===== src/rtl/m68k_cache_ctrl_param_if.sv =====
// Bus bundle between the TG68 bus, the SDRAM controller, the cache RAMs and
// the cache controller. The slave view belongs to the controller; the master
// view belongs to whatever surrounds it.
interface m68k_cache_ctrl_param_if #(
    parameter int ADDR_W     = 32,
    parameter int DATA_W     = 16,
    parameter int INDEX_BITS = 9,
    parameter int WORD_BITS  = 3
);
    localparam int TAG_W = ADDR_W - INDEX_BITS - WORD_BITS - 1;

    logic                  Flush_H;
    logic                  FlushBusy_H;
    logic                  CacheHit_H;
    logic                  ValidBitIn_H;
    logic                  DramSelect68k_H;
    logic [ADDR_W-1:0]     AddressBusInFrom68k;
    logic [DATA_W-1:0]     DataBusInFrom68k;
    logic [DATA_W-1:0]     DataBusOutTo68k;
    logic                  UDS_L;
    logic                  LDS_L;
    logic                  WE_L;
    logic                  AS_L;
    logic                  DtackFromDram_L;
    logic                  CAS_Dram_L;
    logic                  RAS_Dram_L;
    logic [DATA_W-1:0]     DataBusInFromDram;
    logic [DATA_W-1:0]     DataBusInFromCache;
    logic [DATA_W-1:0]     DataBusOutToDramController;
    logic [DATA_W-1:0]     DataBusOutToCache;
    logic                  UDS_DramController_L;
    logic                  LDS_DramController_L;
    logic                  WE_DramController_L;
    logic                  AS_DramController_L;
    logic                  DramSelectFromCache_L;
    logic                  DtackTo68k_L;
    logic                  TagCache_WE_L;
    logic                  DataCache_WE_L;
    logic                  ValidBit_WE_L;
    logic [1:0]            DataCache_ByteEn_L;
    logic [ADDR_W-1:0]     AddressBusOutToDramController;
    logic [TAG_W-1:0]      TagDataOut;
    logic [INDEX_BITS-1:0] Index;
    logic [WORD_BITS-1:0]  WordAddress;
    logic                  ValidBitOut_H;
    logic [3:0]            CacheState;

    modport slave (
        input  Flush_H, CacheHit_H, ValidBitIn_H, DramSelect68k_H,
               AddressBusInFrom68k, DataBusInFrom68k, UDS_L, LDS_L, WE_L, AS_L,
               DtackFromDram_L, CAS_Dram_L, RAS_Dram_L,
               DataBusInFromDram, DataBusInFromCache,
        output FlushBusy_H, DataBusOutTo68k, DataBusOutToDramController,
               DataBusOutToCache, UDS_DramController_L, LDS_DramController_L,
               WE_DramController_L, AS_DramController_L, DramSelectFromCache_L,
               DtackTo68k_L, TagCache_WE_L, DataCache_WE_L, ValidBit_WE_L,
               DataCache_ByteEn_L, AddressBusOutToDramController, TagDataOut,
               Index, WordAddress, ValidBitOut_H, CacheState
    );

    modport master (
        output Flush_H, CacheHit_H, ValidBitIn_H, DramSelect68k_H,
               AddressBusInFrom68k, DataBusInFrom68k, UDS_L, LDS_L, WE_L, AS_L,
               DtackFromDram_L, CAS_Dram_L, RAS_Dram_L,
               DataBusInFromDram, DataBusInFromCache,
        input  FlushBusy_H, DataBusOutTo68k, DataBusOutToDramController,
               DataBusOutToCache, UDS_DramController_L, LDS_DramController_L,
               WE_DramController_L, AS_DramController_L, DramSelectFromCache_L,
               DtackTo68k_L, TagCache_WE_L, DataCache_WE_L, ValidBit_WE_L,
               DataCache_ByteEn_L, AddressBusOutToDramController, TagDataOut,
               Index, WordAddress, ValidBitOut_H, CacheState
    );
endinterface


===== src/rtl/m68k_cache_ctrl_param.sv =====
// Direct-mapped write-through cache controller for the TG68 in front of the
// SDRAM controller. Read misses fill a whole line by SDRAM burst; write hits
// either invalidate or patch the line; Flush_H sweeps every valid bit clear.
module m68k_cache_ctrl_param #(
    parameter int ADDR_W       = 32,
    parameter int DATA_W       = 16,  // 68k bus width, must stay 16
    parameter int INDEX_BITS   = 9,
    parameter int WORD_BITS    = 3,
    parameter int CAS_LATENCY  = 2,
    parameter int WRITE_POLICY = 1    // 0: invalidate on write hit, 1: update
) (
    input  logic Clock,
    input  logic Reset_L,
    m68k_cache_ctrl_param_if.slave bus
);
    localparam int TAG_W   = ADDR_W - INDEX_BITS - WORD_BITS - 1;
    localparam int TAG_LSB = INDEX_BITS + WORD_BITS + 1;
    // One extra bit so BURST can see the count one past the last word.
    localparam int CNT_W   = ((INDEX_BITS > WORD_BITS) ? INDEX_BITS : WORD_BITS) + 1;
    localparam logic [CNT_W-1:0] LAST_LINE  = CNT_W'((1 << INDEX_BITS) - 1);
    localparam logic [CNT_W-1:0] LINE_WORDS = CNT_W'(1 << WORD_BITS);
    localparam logic [CNT_W-1:0] CAS_CNT    = CNT_W'(CAS_LATENCY);

    typedef enum logic [3:0] {
        S_RESET      = 4'd0,
        S_INVALIDATE = 4'd1,
        S_IDLE       = 4'd2,
        S_CHECK_HIT  = 4'd3,
        S_HIT_WAIT   = 4'd4,
        S_MISS_START = 4'd5,
        S_CAS_WAIT   = 4'd6,
        S_BURST      = 4'd7,
        S_END_BURST  = 4'd8,
        S_WRITE_DRAM = 4'd9
    } state_t;

    state_t            state;
    logic [CNT_W-1:0]  counter;
    logic              write_hit;
    logic              flush_pend;

    logic [WORD_BITS-1:0]  a_word;
    logic [INDEX_BITS-1:0] a_index;
    logic [TAG_W-1:0]      a_tag;
    logic [DATA_W-1:0]     wr_data;
    logic                  hit, rd_req, wr_req, flush_req;

    assign a_word    = bus.AddressBusInFrom68k[WORD_BITS:1];
    assign a_index   = bus.AddressBusInFrom68k[INDEX_BITS+WORD_BITS:WORD_BITS+1];
    assign a_tag     = bus.AddressBusInFrom68k[ADDR_W-1:TAG_LSB];
    assign wr_data   = bus.DataBusInFrom68k;
    assign hit       = bus.CacheHit_H & bus.ValidBitIn_H;
    assign rd_req    = !bus.AS_L & bus.DramSelect68k_H &  bus.WE_L;
    assign wr_req    = !bus.AS_L & bus.DramSelect68k_H & !bus.WE_L;
    // A flush only starts between bus cycles, never under an active AS_L.
    assign flush_req = (bus.Flush_H | flush_pend) & bus.AS_L;

    // State, shared counter, pending write-hit and latched flush request.
    always_ff @(posedge Clock or negedge Reset_L) begin
        if (!Reset_L) begin
            state      <= S_RESET;
            counter    <= '0;
            write_hit  <= 1'b0;
            flush_pend <= 1'b0;
        end else begin
            // A request seen while already sweeping (or about to) is absorbed.
            if (state == S_RESET || state == S_INVALIDATE)
                flush_pend <= 1'b0;
            else if (bus.Flush_H)
                flush_pend <= 1'b1;

            case (state)
                S_RESET: begin
                    counter <= '0;
                    state   <= S_INVALIDATE;
                end
                S_INVALIDATE: begin
                    if (counter == LAST_LINE) state <= S_IDLE;
                    else                      counter <= counter + 1'b1;
                end
                S_IDLE: begin
                    if (flush_req) begin
                        counter <= '0;
                        state   <= S_INVALIDATE;
                    end else if (rd_req) begin
                        state <= S_CHECK_HIT;
                    end else if (wr_req) begin
                        write_hit <= (WRITE_POLICY != 0) && hit;
                        state     <= S_WRITE_DRAM;
                    end
                end
                S_CHECK_HIT: state <= hit ? S_HIT_WAIT : S_MISS_START;
                S_HIT_WAIT:  if (bus.AS_L) state <= S_IDLE;
                S_MISS_START: begin
                    // CAS without RAS is the read column command, not refresh.
                    if (!bus.CAS_Dram_L && bus.RAS_Dram_L) begin
                        counter <= '0;
                        state   <= S_CAS_WAIT;
                    end
                end
                S_CAS_WAIT: begin
                    if (counter == CAS_CNT) begin
                        counter <= '0;
                        state   <= S_BURST;
                    end else begin
                        counter <= counter + 1'b1;
                    end
                end
                S_BURST: begin
                    if (counter == LINE_WORDS) state <= S_END_BURST;
                    else                       counter <= counter + 1'b1;
                end
                S_END_BURST: if (bus.AS_L || !bus.DramSelect68k_H) state <= S_IDLE;
                S_WRITE_DRAM: begin
                    // Patch the line only once per bus cycle.
                    if (!bus.DtackFromDram_L && write_hit) write_hit <= 1'b0;
                    if (bus.AS_L || !bus.DramSelect68k_H) state <= S_IDLE;
                end
                default: state <= S_RESET;
            endcase
        end
    end

    // Outputs decoded from the current state and live bus inputs.
    always_comb begin
        bus.FlushBusy_H                   = 1'b0;
        bus.DtackTo68k_L                  = 1'b1;
        bus.DramSelectFromCache_L         = 1'b1;
        bus.TagCache_WE_L                 = 1'b1;
        bus.DataCache_WE_L                = 1'b1;
        bus.ValidBit_WE_L                 = 1'b1;
        bus.DataCache_ByteEn_L            = 2'b00;
        bus.ValidBitOut_H                 = 1'b0;
        bus.Index                         = a_index;
        bus.TagDataOut                    = a_tag;
        bus.WordAddress                   = '0;
        bus.UDS_DramController_L          = bus.UDS_L;
        bus.LDS_DramController_L          = bus.LDS_L;
        bus.WE_DramController_L           = bus.WE_L;
        bus.AS_DramController_L           = bus.AS_L;
        bus.AddressBusOutToDramController = {bus.AddressBusInFrom68k[ADDR_W-1:WORD_BITS+1],
                                             {(WORD_BITS+1){1'b0}}};
        bus.DataBusOutTo68k               = bus.DataBusInFromCache;
        bus.DataBusOutToCache             = bus.DataBusInFromDram;
        bus.DataBusOutToDramController    = wr_data;
        bus.CacheState                    = state;

        case (state)
            S_INVALIDATE: begin
                bus.Index         = counter[INDEX_BITS-1:0];
                bus.ValidBit_WE_L = 1'b0;
                bus.FlushBusy_H   = 1'b1;
            end
            S_IDLE: begin
                if (!flush_req && wr_req) begin
                    bus.DramSelectFromCache_L = 1'b0;
                    if (WRITE_POLICY == 0 && bus.ValidBitIn_H)
                        bus.ValidBit_WE_L = 1'b0;
                end
            end
            S_CHECK_HIT: begin
                // Always fetch both bytes so a miss fills whole words.
                bus.UDS_DramController_L = 1'b0;
                bus.LDS_DramController_L = 1'b0;
                if (hit) begin
                    bus.DtackTo68k_L = 1'b0;
                    bus.WordAddress  = a_word;
                end else begin
                    bus.DramSelectFromCache_L = 1'b0;
                end
            end
            S_HIT_WAIT: begin
                bus.DtackTo68k_L = 1'b0;
                bus.WordAddress  = a_word;
            end
            S_MISS_START: begin
                bus.DramSelectFromCache_L = 1'b0;
                bus.TagCache_WE_L         = 1'b0;
                bus.ValidBit_WE_L         = 1'b0;
                bus.ValidBitOut_H         = 1'b1;
            end
            S_CAS_WAIT: bus.DramSelectFromCache_L = 1'b0;
            S_BURST: begin
                bus.DramSelectFromCache_L = 1'b0;
                if (counter < LINE_WORDS) begin
                    bus.WordAddress    = counter[WORD_BITS-1:0];
                    bus.DataCache_WE_L = 1'b0;
                end
            end
            S_END_BURST: begin
                bus.DtackTo68k_L = 1'b0;
                bus.WordAddress  = a_word;
            end
            S_WRITE_DRAM: begin
                bus.AddressBusOutToDramController = bus.AddressBusInFrom68k;
                bus.DramSelectFromCache_L         = 1'b0;
                bus.DtackTo68k_L                  = bus.DtackFromDram_L;
                if (!bus.DtackFromDram_L && write_hit) begin
                    bus.DataCache_WE_L     = 1'b0;
                    bus.DataCache_ByteEn_L = {bus.UDS_L, bus.LDS_L};
                    bus.WordAddress        = a_word;
                    bus.DataBusOutToCache  = wr_data;
                end
            end
            default: ;
        endcase
    end
endmodule


===== src/flat_wrapper.sv =====
// flat-port wrapper written by rule: the top's interface ports become plain ports
module m68k_cache_ctrl_param_flat 
#(
    parameter int ADDR_W       = 32,
    parameter int DATA_W       = 16,                                
    parameter int INDEX_BITS   = 9,
    parameter int WORD_BITS    = 3,
    parameter int CAS_LATENCY  = 2,
    parameter int WRITE_POLICY = 1                                            
)
  (Clock, Reset_L, bus_Flush_H, bus_CacheHit_H, bus_ValidBitIn_H, bus_DramSelect68k_H, bus_AddressBusInFrom68k, bus_DataBusInFrom68k, bus_UDS_L, bus_LDS_L, bus_WE_L, bus_AS_L, bus_DtackFromDram_L, bus_CAS_Dram_L, bus_RAS_Dram_L, bus_DataBusInFromDram, bus_DataBusInFromCache, bus_FlushBusy_H, bus_DataBusOutTo68k, bus_DataBusOutToDramController, bus_DataBusOutToCache, bus_UDS_DramController_L, bus_LDS_DramController_L, bus_WE_DramController_L, bus_AS_DramController_L, bus_DramSelectFromCache_L, bus_DtackTo68k_L, bus_TagCache_WE_L, bus_DataCache_WE_L, bus_ValidBit_WE_L, bus_DataCache_ByteEn_L, bus_AddressBusOutToDramController, bus_TagDataOut, bus_Index, bus_WordAddress, bus_ValidBitOut_H, bus_CacheState);
  m68k_cache_ctrl_param_if #(.ADDR_W(ADDR_W), .DATA_W(DATA_W), .INDEX_BITS(INDEX_BITS), .WORD_BITS(WORD_BITS)) bus_i ();
  input  logic Clock;
  input  logic Reset_L;
  input wire logic [$bits(bus_i.Flush_H)-1:0] bus_Flush_H;
  input wire logic [$bits(bus_i.CacheHit_H)-1:0] bus_CacheHit_H;
  input wire logic [$bits(bus_i.ValidBitIn_H)-1:0] bus_ValidBitIn_H;
  input wire logic [$bits(bus_i.DramSelect68k_H)-1:0] bus_DramSelect68k_H;
  input wire logic [$bits(bus_i.AddressBusInFrom68k)-1:0] bus_AddressBusInFrom68k;
  input wire logic [$bits(bus_i.DataBusInFrom68k)-1:0] bus_DataBusInFrom68k;
  input wire logic [$bits(bus_i.UDS_L)-1:0] bus_UDS_L;
  input wire logic [$bits(bus_i.LDS_L)-1:0] bus_LDS_L;
  input wire logic [$bits(bus_i.WE_L)-1:0] bus_WE_L;
  input wire logic [$bits(bus_i.AS_L)-1:0] bus_AS_L;
  input wire logic [$bits(bus_i.DtackFromDram_L)-1:0] bus_DtackFromDram_L;
  input wire logic [$bits(bus_i.CAS_Dram_L)-1:0] bus_CAS_Dram_L;
  input wire logic [$bits(bus_i.RAS_Dram_L)-1:0] bus_RAS_Dram_L;
  input wire logic [$bits(bus_i.DataBusInFromDram)-1:0] bus_DataBusInFromDram;
  input wire logic [$bits(bus_i.DataBusInFromCache)-1:0] bus_DataBusInFromCache;
  output wire logic [$bits(bus_i.FlushBusy_H)-1:0] bus_FlushBusy_H;
  output wire logic [$bits(bus_i.DataBusOutTo68k)-1:0] bus_DataBusOutTo68k;
  output wire logic [$bits(bus_i.DataBusOutToDramController)-1:0] bus_DataBusOutToDramController;
  output wire logic [$bits(bus_i.DataBusOutToCache)-1:0] bus_DataBusOutToCache;
  output wire logic [$bits(bus_i.UDS_DramController_L)-1:0] bus_UDS_DramController_L;
  output wire logic [$bits(bus_i.LDS_DramController_L)-1:0] bus_LDS_DramController_L;
  output wire logic [$bits(bus_i.WE_DramController_L)-1:0] bus_WE_DramController_L;
  output wire logic [$bits(bus_i.AS_DramController_L)-1:0] bus_AS_DramController_L;
  output wire logic [$bits(bus_i.DramSelectFromCache_L)-1:0] bus_DramSelectFromCache_L;
  output wire logic [$bits(bus_i.DtackTo68k_L)-1:0] bus_DtackTo68k_L;
  output wire logic [$bits(bus_i.TagCache_WE_L)-1:0] bus_TagCache_WE_L;
  output wire logic [$bits(bus_i.DataCache_WE_L)-1:0] bus_DataCache_WE_L;
  output wire logic [$bits(bus_i.ValidBit_WE_L)-1:0] bus_ValidBit_WE_L;
  output wire logic [$bits(bus_i.DataCache_ByteEn_L)-1:0] bus_DataCache_ByteEn_L;
  output wire logic [$bits(bus_i.AddressBusOutToDramController)-1:0] bus_AddressBusOutToDramController;
  output wire logic [$bits(bus_i.TagDataOut)-1:0] bus_TagDataOut;
  output wire logic [$bits(bus_i.Index)-1:0] bus_Index;
  output wire logic [$bits(bus_i.WordAddress)-1:0] bus_WordAddress;
  output wire logic [$bits(bus_i.ValidBitOut_H)-1:0] bus_ValidBitOut_H;
  output wire logic [$bits(bus_i.CacheState)-1:0] bus_CacheState;
  assign bus_i.Flush_H = bus_Flush_H;
  assign bus_i.CacheHit_H = bus_CacheHit_H;
  assign bus_i.ValidBitIn_H = bus_ValidBitIn_H;
  assign bus_i.DramSelect68k_H = bus_DramSelect68k_H;
  assign bus_i.AddressBusInFrom68k = bus_AddressBusInFrom68k;
  assign bus_i.DataBusInFrom68k = bus_DataBusInFrom68k;
  assign bus_i.UDS_L = bus_UDS_L;
  assign bus_i.LDS_L = bus_LDS_L;
  assign bus_i.WE_L = bus_WE_L;
  assign bus_i.AS_L = bus_AS_L;
  assign bus_i.DtackFromDram_L = bus_DtackFromDram_L;
  assign bus_i.CAS_Dram_L = bus_CAS_Dram_L;
  assign bus_i.RAS_Dram_L = bus_RAS_Dram_L;
  assign bus_i.DataBusInFromDram = bus_DataBusInFromDram;
  assign bus_i.DataBusInFromCache = bus_DataBusInFromCache;
  assign bus_FlushBusy_H = bus_i.FlushBusy_H;
  assign bus_DataBusOutTo68k = bus_i.DataBusOutTo68k;
  assign bus_DataBusOutToDramController = bus_i.DataBusOutToDramController;
  assign bus_DataBusOutToCache = bus_i.DataBusOutToCache;
  assign bus_UDS_DramController_L = bus_i.UDS_DramController_L;
  assign bus_LDS_DramController_L = bus_i.LDS_DramController_L;
  assign bus_WE_DramController_L = bus_i.WE_DramController_L;
  assign bus_AS_DramController_L = bus_i.AS_DramController_L;
  assign bus_DramSelectFromCache_L = bus_i.DramSelectFromCache_L;
  assign bus_DtackTo68k_L = bus_i.DtackTo68k_L;
  assign bus_TagCache_WE_L = bus_i.TagCache_WE_L;
  assign bus_DataCache_WE_L = bus_i.DataCache_WE_L;
  assign bus_ValidBit_WE_L = bus_i.ValidBit_WE_L;
  assign bus_DataCache_ByteEn_L = bus_i.DataCache_ByteEn_L;
  assign bus_AddressBusOutToDramController = bus_i.AddressBusOutToDramController;
  assign bus_TagDataOut = bus_i.TagDataOut;
  assign bus_Index = bus_i.Index;
  assign bus_WordAddress = bus_i.WordAddress;
  assign bus_ValidBitOut_H = bus_i.ValidBitOut_H;
  assign bus_CacheState = bus_i.CacheState;
  m68k_cache_ctrl_param #(.ADDR_W(ADDR_W), .DATA_W(DATA_W), .INDEX_BITS(INDEX_BITS), .WORD_BITS(WORD_BITS), .CAS_LATENCY(CAS_LATENCY), .WRITE_POLICY(WRITE_POLICY)) u_core (.Clock(Clock), .Reset_L(Reset_L), .bus(bus_i));
endmodule

===== config.mk =====
export PLATFORM = sky130hd
export DESIGN_NAME = m68k_cache_ctrl_param_flat
export DESIGN_NICKNAME = d
export VERILOG_FILES = /design/src/rtl/m68k_cache_ctrl_param_if.sv /design/src/rtl/m68k_cache_ctrl_param.sv /design/src/flat_wrapper.sv
export SDC_FILE = /design/constraint.sdc
export NUM_CORES = 1
export LEC_CHECK = 0
export ABC_AREA = 1
export CORE_MARGIN = 1
export CORE_UTILIZATION = 34
export DETAILED_ROUTE_END_ITERATION = 7
export GPL_TIMING_DRIVEN = 0
export PLACE_DENSITY = 0.88
export SETUP_SLACK_MARGIN = 0.02
export SLEW_MARGIN = 30
export SYNTH_ARGS = -nofsm -noshare
export SYNTH_HDL_FRONTEND = slang
export SYNTH_SLANG_ARGS = --single-unit

===== constraint.sdc =====
create_clock -name Clock -period 5.6 [get_ports Clock]
set_clock_uncertainty 0.2 [all_clocks]
set_input_delay 1.12 -clock Clock [delete_from_list [all_inputs] [get_ports Clock]]
set_output_delay 1.12 -clock Clock [all_outputs]
set_load 0.02 [all_outputs]

---- Word level (Yosys, flattened, before mapping) ----
Cells that the tools add are included.
operators by class
  add/subtract/negate cells ............... 1
  magnitude comparators ................... 1
  equal/unequal tests ..................... 26
  mux-type cells .......................... 48
  bitwise operators ....................... 6
  reduce and logical (&&, ||, !) cells .... 22
operators by type and width
  cell                                                          count
  case mux 10 bit (6 select lines)                              1
  two-way mux 10 bit                                            5
  two-way mux 4 bit                                             10
  case mux 4 bit (9 select lines)                               1
  two-way mux 16 bit                                            2
  two-way mux 1 bit                                             18
  equality test 4 x 3 -> 1 bit (second input constant)          4
  inequality test 2 x 1 -> 1 bit (second input constant)        7
  inequality test 2 bit (second input constant)                 6
  case mux 3 bit (4 select lines)                               1
  adder 10 x 1 -> 10 bit (second input constant)                1
  equality test 10 x 2 -> 1 bit (second input constant)         1
  equality test 10 x 4 -> 1 bit (second input constant)         1
  equality test 10 x 9 -> 1 bit (second input constant)         1
  less-than comparator 10 x 4 -> 1 bit (second input constant)  1
  AND reduction 5 bit                                           2
  two-way mux 3 bit                                             3
  two-way mux 9 bit                                             1
  equality test 4 x 2 -> 1 bit (second input constant)          2
  equality test 4 bit (second input constant)                   2
  AND reduction 7 bit                                           1
  logical NOT 1 bit                                             6
  case mux 1 bit (3 select lines)                               2
  nonzero test 6 bit                                            1
  12 further kinds                                              24
word-level totals
  register bits ........................... 16
  word-level logic and storage cells ...... 108

---- Depth between registers and ports, before layout ----
  depth after elaboration ................. 7
  depth in mapped cells ................... 11

---- Least setup slack after synthesis ----
No wires, ideal clock.
  path type ............................... in2out
  from .................................... input port bus_DtackFromDram_L
  to ...................................... output port bus_DataCache_ByteEn_L[0]
  arrival time ............................ 1.970 ns
  required time ........................... 4.280 ns
  slack ................................... 2.310 ns
  stages .................................. 6
  path buffers ............................ 1
  path through ............................ inv_1 nand2_1 nor2_8 inv_4 buf_6 nor2_1
between the ends
  cells in the longest elaborated chain, start to end .. 4
ends and longest elaborated chain
  element            line                          RTL
  start, declared    flat_wrapper.sv:25            input wire logic [$bits(bus_i.DtackFromDram_L)-1:0] bus_DtackFromDram_L;
  logical NOT 1 bit  m68k_cache_ctrl_param.sv:198  if (!bus.DtackFromDram_L && write_hit) begin
  logical AND 1 bit  m68k_cache_ctrl_param.sv:198
  two-way mux 2 bit  m68k_cache_ctrl_param.sv:198
  two-way mux 2 bit  m68k_cache_ctrl_param.sv:148  case (state)
  end, declared      flat_wrapper.sv:43            output wire logic [$bits(bus_i.DataCache_ByteEn_L)-1:0] bus_DataCache_ByteEn_L;
Every way passes these cells.

---- Worst setup path after layout ----
  from .................................... input port bus_AS_L
  to ...................................... output port bus_DramSelectFromCache_L
between the ends
  cells in the longest elaborated chain, start to end .. 6
  elaborated cells between the ends (all ways) .. 8
ends and longest elaborated chain
  element                              line                          RTL
  start, declared                      flat_wrapper.sv:24            input wire logic [$bits(bus_i.AS_L)-1:0] bus_AS_L;
  logical NOT 1 bit                    m68k_cache_ctrl_param.sv:54   assign wr_req = !bus.AS_L & bus.DramSelect68k_H & !bus.WE_L;
  bitwise AND 1 bit (2 in a row)       m68k_cache_ctrl_param.sv:54
  logical AND 1 bit (*)                m68k_cache_ctrl_param.sv:155  if (!flush_req && wr_req) begin
  two-way mux 1 bit (*)                m68k_cache_ctrl_param.sv:155
  case mux 1 bit (3 select lines) (*)  m68k_cache_ctrl_param.sv:148
  end, declared                        flat_wrapper.sv:38            output wire logic [$bits(bus_i.DramSelectFromCache_L)-1:0] bus_DramSelectFromCache_L;
Mark *: on every way between the ends. The rest lies on a longest branch, timed or not.

==> impl_metrics.ini <==
[worst_setup_path]
cp-startpoint = bus_AS_L
crit_top_cell = clkdlybuf4s50_1
critPathArrivalTime_ns = 3.00
cp_num_buf_inv = 3
cp.required_ns = 4.28
crit_path_end_kind = primary output
r2r_slack_ns = 3.55
critPathLaunchType = input port
crit_family = buffers and inverters
rr_startpoint = u_core.counter[0]
critPathMaxStageDelay_ns = 0.59
crit_slowest_cell = clkdlybuf4s50_1
crit_fanout = 4
critical_path_class = in -> out
path_cells = clkdlybuf4s50_1 -> nor2_1 -> inv_1 -> o21ai_0 -> o221ai_1 -> clkdlybuf4s50_1

[sta]
setup_ws_ns = 1.28
rsz0062_at_grt = false
period_needed_ns = 4.32
max_freq_ghz = 0.232
drv_slew = 0
final-hold-violation-count = 0
worstMarginPinSlew_ns = 0.802
slew_headroom_pct = 46.3
setup_viol = 0
setup_tns_ns = 0
period_share_pct = 77.1

[route]
vias = 3104
via_per_inst = 4.50
drc = 0
initialDrtViolationCount = 190
first_pass_iters = 4
totalWireLength_um = 9040
wire_per_inst_um = 13.1
detail-route-antenna-nets = 0

[logic_synthesis]
synth_edf_count = 0
syn-num-nets = 501
yosysMostFrequentCell = nand2_1
yosysTopAreaCell = buf_4
netlist_instances = 405
synth.distinct_cells = 31
avgSynthCellArea_um2 = 5.94
ys.warnings.count = 0
synthFlopType = dfrtp_1
synth-async-reset-ratio_pct = 100
synth_area_um2 = 2400
ys_top_cells_by_count = nand2_1 (138), buf_4 (82), nor2_1 (48)
synth_top_area_share_pct = 25.6
synth_seq_area_share_pct = 16.6
ys_seq_elements = 16
synth_area_leaders = buf_4 (26%), nand2_1 (22%), dfrtp_1 (17%), nor2_1 (7.5%), inv_1 (5.0%)

[finish]
syn2layout_area_growth_pct = 84.3
num_antenna_cells = 0
multi_input_area_um2 = 1210
post-route-util_pct = 64.9
final_nets = 691
drive_above_1_share_pct = 20.0
regArea_um2 = 400
n_fill_cell = 603
fin_area_um2 = 4430

[floorplan]
start_util_pct = 35.2
io_pins = 221
dieArea_um2 = 7410
chipHeight_um = 86.1
core_um2 = 6830
die_w_um = 86.1
rows = 30

[job]
drv_cap = 0

[outcome]
status = finished clean

[cts]
clk_pin_slew_ns = 0.07
clkLatencyLatePin_ns = 0.26
cts_tree = built
post_cts_buffers = 0
htree_levels = 1
numClockSinks = 16
cts.hold.buffers_added = 0
root_buffer = clkbuf_8
cts_buffer_depth = 2
cts_buffers = 3
cts_resized = 0

[global_routing]
grt_max_degree = 17
grt_overflow_total = 0
antenna_found_initial = 0
grt_first_pass_wirelength_um = 13800
grt_pass1_vias = 2865
grt_usage_pct = 23.7

[placement]
dp.final_hpwl_um = 7680
placed_area_um2 = 4380
preCtsSetupSlack_ns = 1.29
place_congestion = 0.933
portBuffers = 185

[worst_hold_path]
min_path_type = reg -> reg
min_from = u_core.write_hit

[power_and_ir_drop]
vdd_drop_max_mv = 0.0781
power-per-cell-area_nw_per_um2 = 102
leakagePower_nw = 2.17
path summary, 6_finish.rpt:
path,cells after the start,end
min reg2reg,2,u_core.write_hit
min,2,u_core.write_hit
max,6,bus_DramSelectFromCache_L
max in group asynchronous,1,u_core.flush_pend
max reg2reg,11,u_core.bus.CacheState[1]
min in group asynchronous,1,u_core.counter[7]
layout by cell type, fill, tap and decap left out, types with 4 or more instances in the layout:
| cell | Yosys | routed |
|---|---|---|
| o21ai_0 | 12 | 12 |
| inv_1 | 32 | 32 |
| clkdlybuf4s50_1 | 0 | 185 |
| nand3_1 | 17 | 17 |
| dfrtp_1 | 16 | 16 |
| nor2_2 | 11 | 11 |
| buf_4 | 82 | 82 |
| nand2_1 | 138 | 138 |
| nand4_1 | 7 | 7 |
| clkbuf_8 | 0 | 4 |
| nand2_2 | 4 | 4 |
| nor2_1 | 48 | 48 |
| inv_2 | 7 | 7 |
through the flow:
step / hold slack [ns] / power [mW] / cells
6_report: 0.302 / 0.451 / 690
5_1_grt: 0.357 / 0.470 / 690
4_1_cts: 0.301 / 0.453 / 690
3_5_place_dp: 0.282 / 0.341 / 686
3_3_place_gp: 0.268 / 0.338 / 686
2_1_floorplan: 0.253 / 0.220 / 405
state kept, by name, indices dropped and copies added (netlist names):
signal and cells:
u_core.flush_pend 1, u_core.bus.CacheState 4, u_core.counter 10, u_core.write_hit 1
worst register-to-register path, cell delays in order, from the launching register on:
cell     delay [ns]
dfrtp_1        0.48
inv_1          0.18
ha_1           0.17
nand2_1        0.05
inv_1          0.06
nand3_1        0.06
nor2_1         0.21
nor2_1         0.08
nor2_2         0.16
nand3_1        0.15
nand2_1        0.09
nand2_1        0.05
layer usage:
metal / share of wire (%) / vias to the layer above / routed length, um / GRT usage (%)
met3: 8.1 / 9 / 729 / 3.56
li1: - / 1550 / - / -
met1: 39 / 1386 / 3490 / 28.3
met2: 52 / 159 / 4700 / 44.0
met5: 0 / - / 0 / 0
met4: 1.3 / 0 / 120 / 6.21
logic make-up after synthesis:
group / after synthesis / share of synthesized area (%)
AND/OR/NAND/NOR: 233 / 41.7
flip-flops: 16 / 16.6
XOR/XNOR: 3 / 1.09
AO/OA/AOI/OAI: 24 / 5.98
adder cells (fa/ha/maj): 3 / 1.56
buffers and inverters: 126 / 33.0
where the power goes:
| group | leakage, nW | switching, mW | internal, mW |
|---|---|---|---|
| combinational | 1.94 | 0.0882 | 0.134 |
| clock | 0.0288 | 0.0507 | 0.0628 |
| sequential | 0.209 | 0 | 0.115 |
| total | 2.17 | 0.139 | 0.312 |
area by class of cell:
class | instances | share of cell area [%]
Tap cell | 96 | 2.71
Sequential cell | 16 | 9.03
Timing Repair Buffer | 185 | 41.8
Inverter | 40 | 3.44
Clock buffer | 4 | 1.24
Buffer | 86 | 14.5
Multi-Input combinational cell | 263 | 27.3
Note: power is estimated with default switching activity, not from simulation.
==> patch (same settings) <==
Reset style: synchronous (`Reset_L`), changed in one clocked block.
--- a/src/rtl/m68k_cache_ctrl_param.sv
+++ b/src/rtl/m68k_cache_ctrl_param.sv
@@ -57,5 +57,5 @@
 
     // State, shared counter, pending write-hit and latched flush request.
-    always_ff @(posedge Clock or negedge Reset_L) begin
+    always_ff @(posedge Clock) begin
         if (!Reset_L) begin
             state      <= S_RESET;
Formal check against the unedited RTL: differs if Reset_L is asserted again (counterexample within 4 cycles, from zero or initial values and one cycle with Reset_L low); with Reset_L held inactive, the same outputs for 10 cycles.
==> patch against the unedited design <==
  * Area after synthesis increased by 1.6%
  * Sequential cell count unchanged
  * Critical path depth unchanged
  * Cell area increased by 0.85%
  * Setup slack got worse by 64 ps
  * Routed wire length decreased by 2.0%
  * Critical path type unchanged
Power is not compared: it rests on default switching activity, and its combinational part moved more than twofold at a synthesized area within 25%.
==> patch: results (changes against the unedited design) <==
----------------------------------------------------
[CTS]
  Hold buffer count at cts ... 0 (unchanged)
  Clock transition at path regs ... 70 ps (about the same)
  CTS H-tree depth ... 1 (unchanged)
  Buffers inserted during post-CTS setup optimization ... 0 (unchanged)
  CTS resizes ... 0 (unchanged)
  Num CTS Buffers ... 3 (unchanged)
  Clock latency of the later-clocked register in the worst-skew pair ... 250 ps
  CTS max path bufs ... 2 (unchanged)
  Root Driver ... sky130_fd_sc_hd__clkbuf_8

[Synth]
  Most used flip-flop cell after synthesis ... sky130_fd_sc_hd__dfxtp_1
  Post-synth cell types ... 30 (-3.2%)
  Fraction of registers with async set/reset ... 0% (-100 points)
  Net count after synthesis ... 511 (+2.0%)
  Fraction of the yosys area taken by sequential cells ... 13.1% (-3.5 points)
  Yosys synthesis warning count ... 0 (unchanged)
  Most numerous cell types in the synthesized netlist ... sky130_fd_sc_hd__nand2_1 (117), sky130_fd_sc_hd__buf_4 (83), sky130_fd_sc_hd__nor2_1 (53), sky130_fd_sc_hd__inv_1 (37), sky130_fd_sc_hd__o21ai_0 (18)
  Dominant cells by area after synthesis ... sky130_fd_sc_hd__buf_4 (26%), sky130_fd_sc_hd__nand2_1 (18%), sky130_fd_sc_hd__dfxtp_1 (13%)

[Min path]
  Path category of the worst min-delay check ... flip-flop to flip-flop
  Hold depth ... 2 (unchanged)

[Setup path]
  Top fanout value on the critical path ... 10 (+6)
  Worst r2r path cells ... 10 (-1)
  Worst endpoint data arrival time ... 3060 ps (+60 ps)

[GRT]
  Maximum number of pins on one net before global-route repair ... 11 (-6)
  Global-route wire length before repair ... 13400 µm (-3.3%)
  Number of antenna violations at the first check in global routing ... 0 (unchanged)
  Total routing resource utilization after global routing ... 22.5% (-1.2 points)
  Number of global-route vias before repair ... 2973 (+3.8%)

[Layout]
  Ratio of cells with drive above 1 in the final layout ... 19.7% (-0.33 points)
  Largest Register ... u_core.counter
  Antenna diode count ... 0 (unchanged)
  Layout Nets ... 701 (+1.4%)
  Largest register FFs ... 10 (unchanged)

[Routing]
  Total iterations of the first detailed-routing run ... 5 (+1)
  First DRT Iteration DRCs ... 127 (-33%)
  Remaining antenna violation count ... 0 (unchanged)
  Routed via count ... 3193 (+2.9%)
  Post-detailed-route wirelength per cell ... 12.6 µm (-3.4%)

[Pwr]
  Leakage power ... 0.00210 µW
  Peak supply drop ... about 0.17 mV

[Status]
  Run status ... complete, no violations

[Placement]
  RePlAce Congestion ... 0.911 (-2.4%)
  Post-DP HPWL ... 7620 µm (-0.77%)

[Timing]
  Transition time at the pin with the least slew margin ... 476 ps (-326 ps)

----------------------------------------------------
patch: changes by cell type after synthesis, sizes merged, moves of 5 or more:
cell	before	now
nand2	142	126
dfrtp	16	0
dfxtp	0	16
a21oi	1	15
buf	85	90
patch: kinds of logic after synthesis:
group / share of synthesized area (%)
AND/OR/NAND/NOR: 39.9
buffers and inverters: 34.6
AO/OA/AOI/OAI: 10.5
flip-flops: 13.1
adder cells (fa/ha/maj): 1.54
XOR/XNOR: 0.359
patch: per-stage QoR:
stage	area, µm²	setup slack [ps]	std cells	utilization, %
6_report	4470	1220	700	65.1
5_1_grt	4470	1080	700	65.1
4_1_cts	4470	1200	700	65.1
3_5_place_dp	4410	1200	696	64.3
3_3_place_gp	4410	1220	696	64.3
2_1_floorplan	2440	2300	415	-
patch: final cells by class:
class / instances / area [µm²]
fill: 610 / 2400
timing repair buffer: 185 / 1850
multi-input combinational: 266 / 1280
buffer: 91 / 687
sequential: 16 / 320
inverter: 42 / 158
tap: 96 / 120
clock buffer: 4 / 55.1
patch: where the power goes:
group          internal (µW)  switching [µW]  total (µW)
Clock                   62.4            45.4         108
Sequential               139            24.5         163
Combinational            364             469         833
patch: critical path, cell delays in order:
cell	delay [ps]
sky130_fd_sc_hd__clkdlybuf4s50_1	460
sky130_fd_sc_hd__nor3_4	400
sky130_fd_sc_hd__buf_2	320
sky130_fd_sc_hd__nand2_1	90
sky130_fd_sc_hd__nand2_1	70
sky130_fd_sc_hd__clkdlybuf4s50_1	600
patch: routing by layer:
metal	vias to the layer above	GRT usage [%]	share of wire [%]
met5	-	0	0
met2	175	40.6	48
met4	0	10.2	3.8
met3	25	4.38	8.4
met1	1397	25.6	40
li1	1596	-	-
patch: path summary, 6_finish.rpt:
kind	startpoint	to	slack, ps
worst min-delay path	u_core.write_hit$_SDFFE_PN0P_	u_core.write_hit$_SDFFE_PN0P_	270
worst max-delay path	bus_DtackFromDram_L	bus_DataBusOutToCache[9]	1220
worst min register to register	u_core.write_hit$_SDFFE_PN0P_	u_core.write_hit$_SDFFE_PN0P_	270
worst max register to register	u_core.counter[1]$_SDFFE_PN0P_	u_core.bus.CacheState[0]$_SDFFE_PN0P_	3620
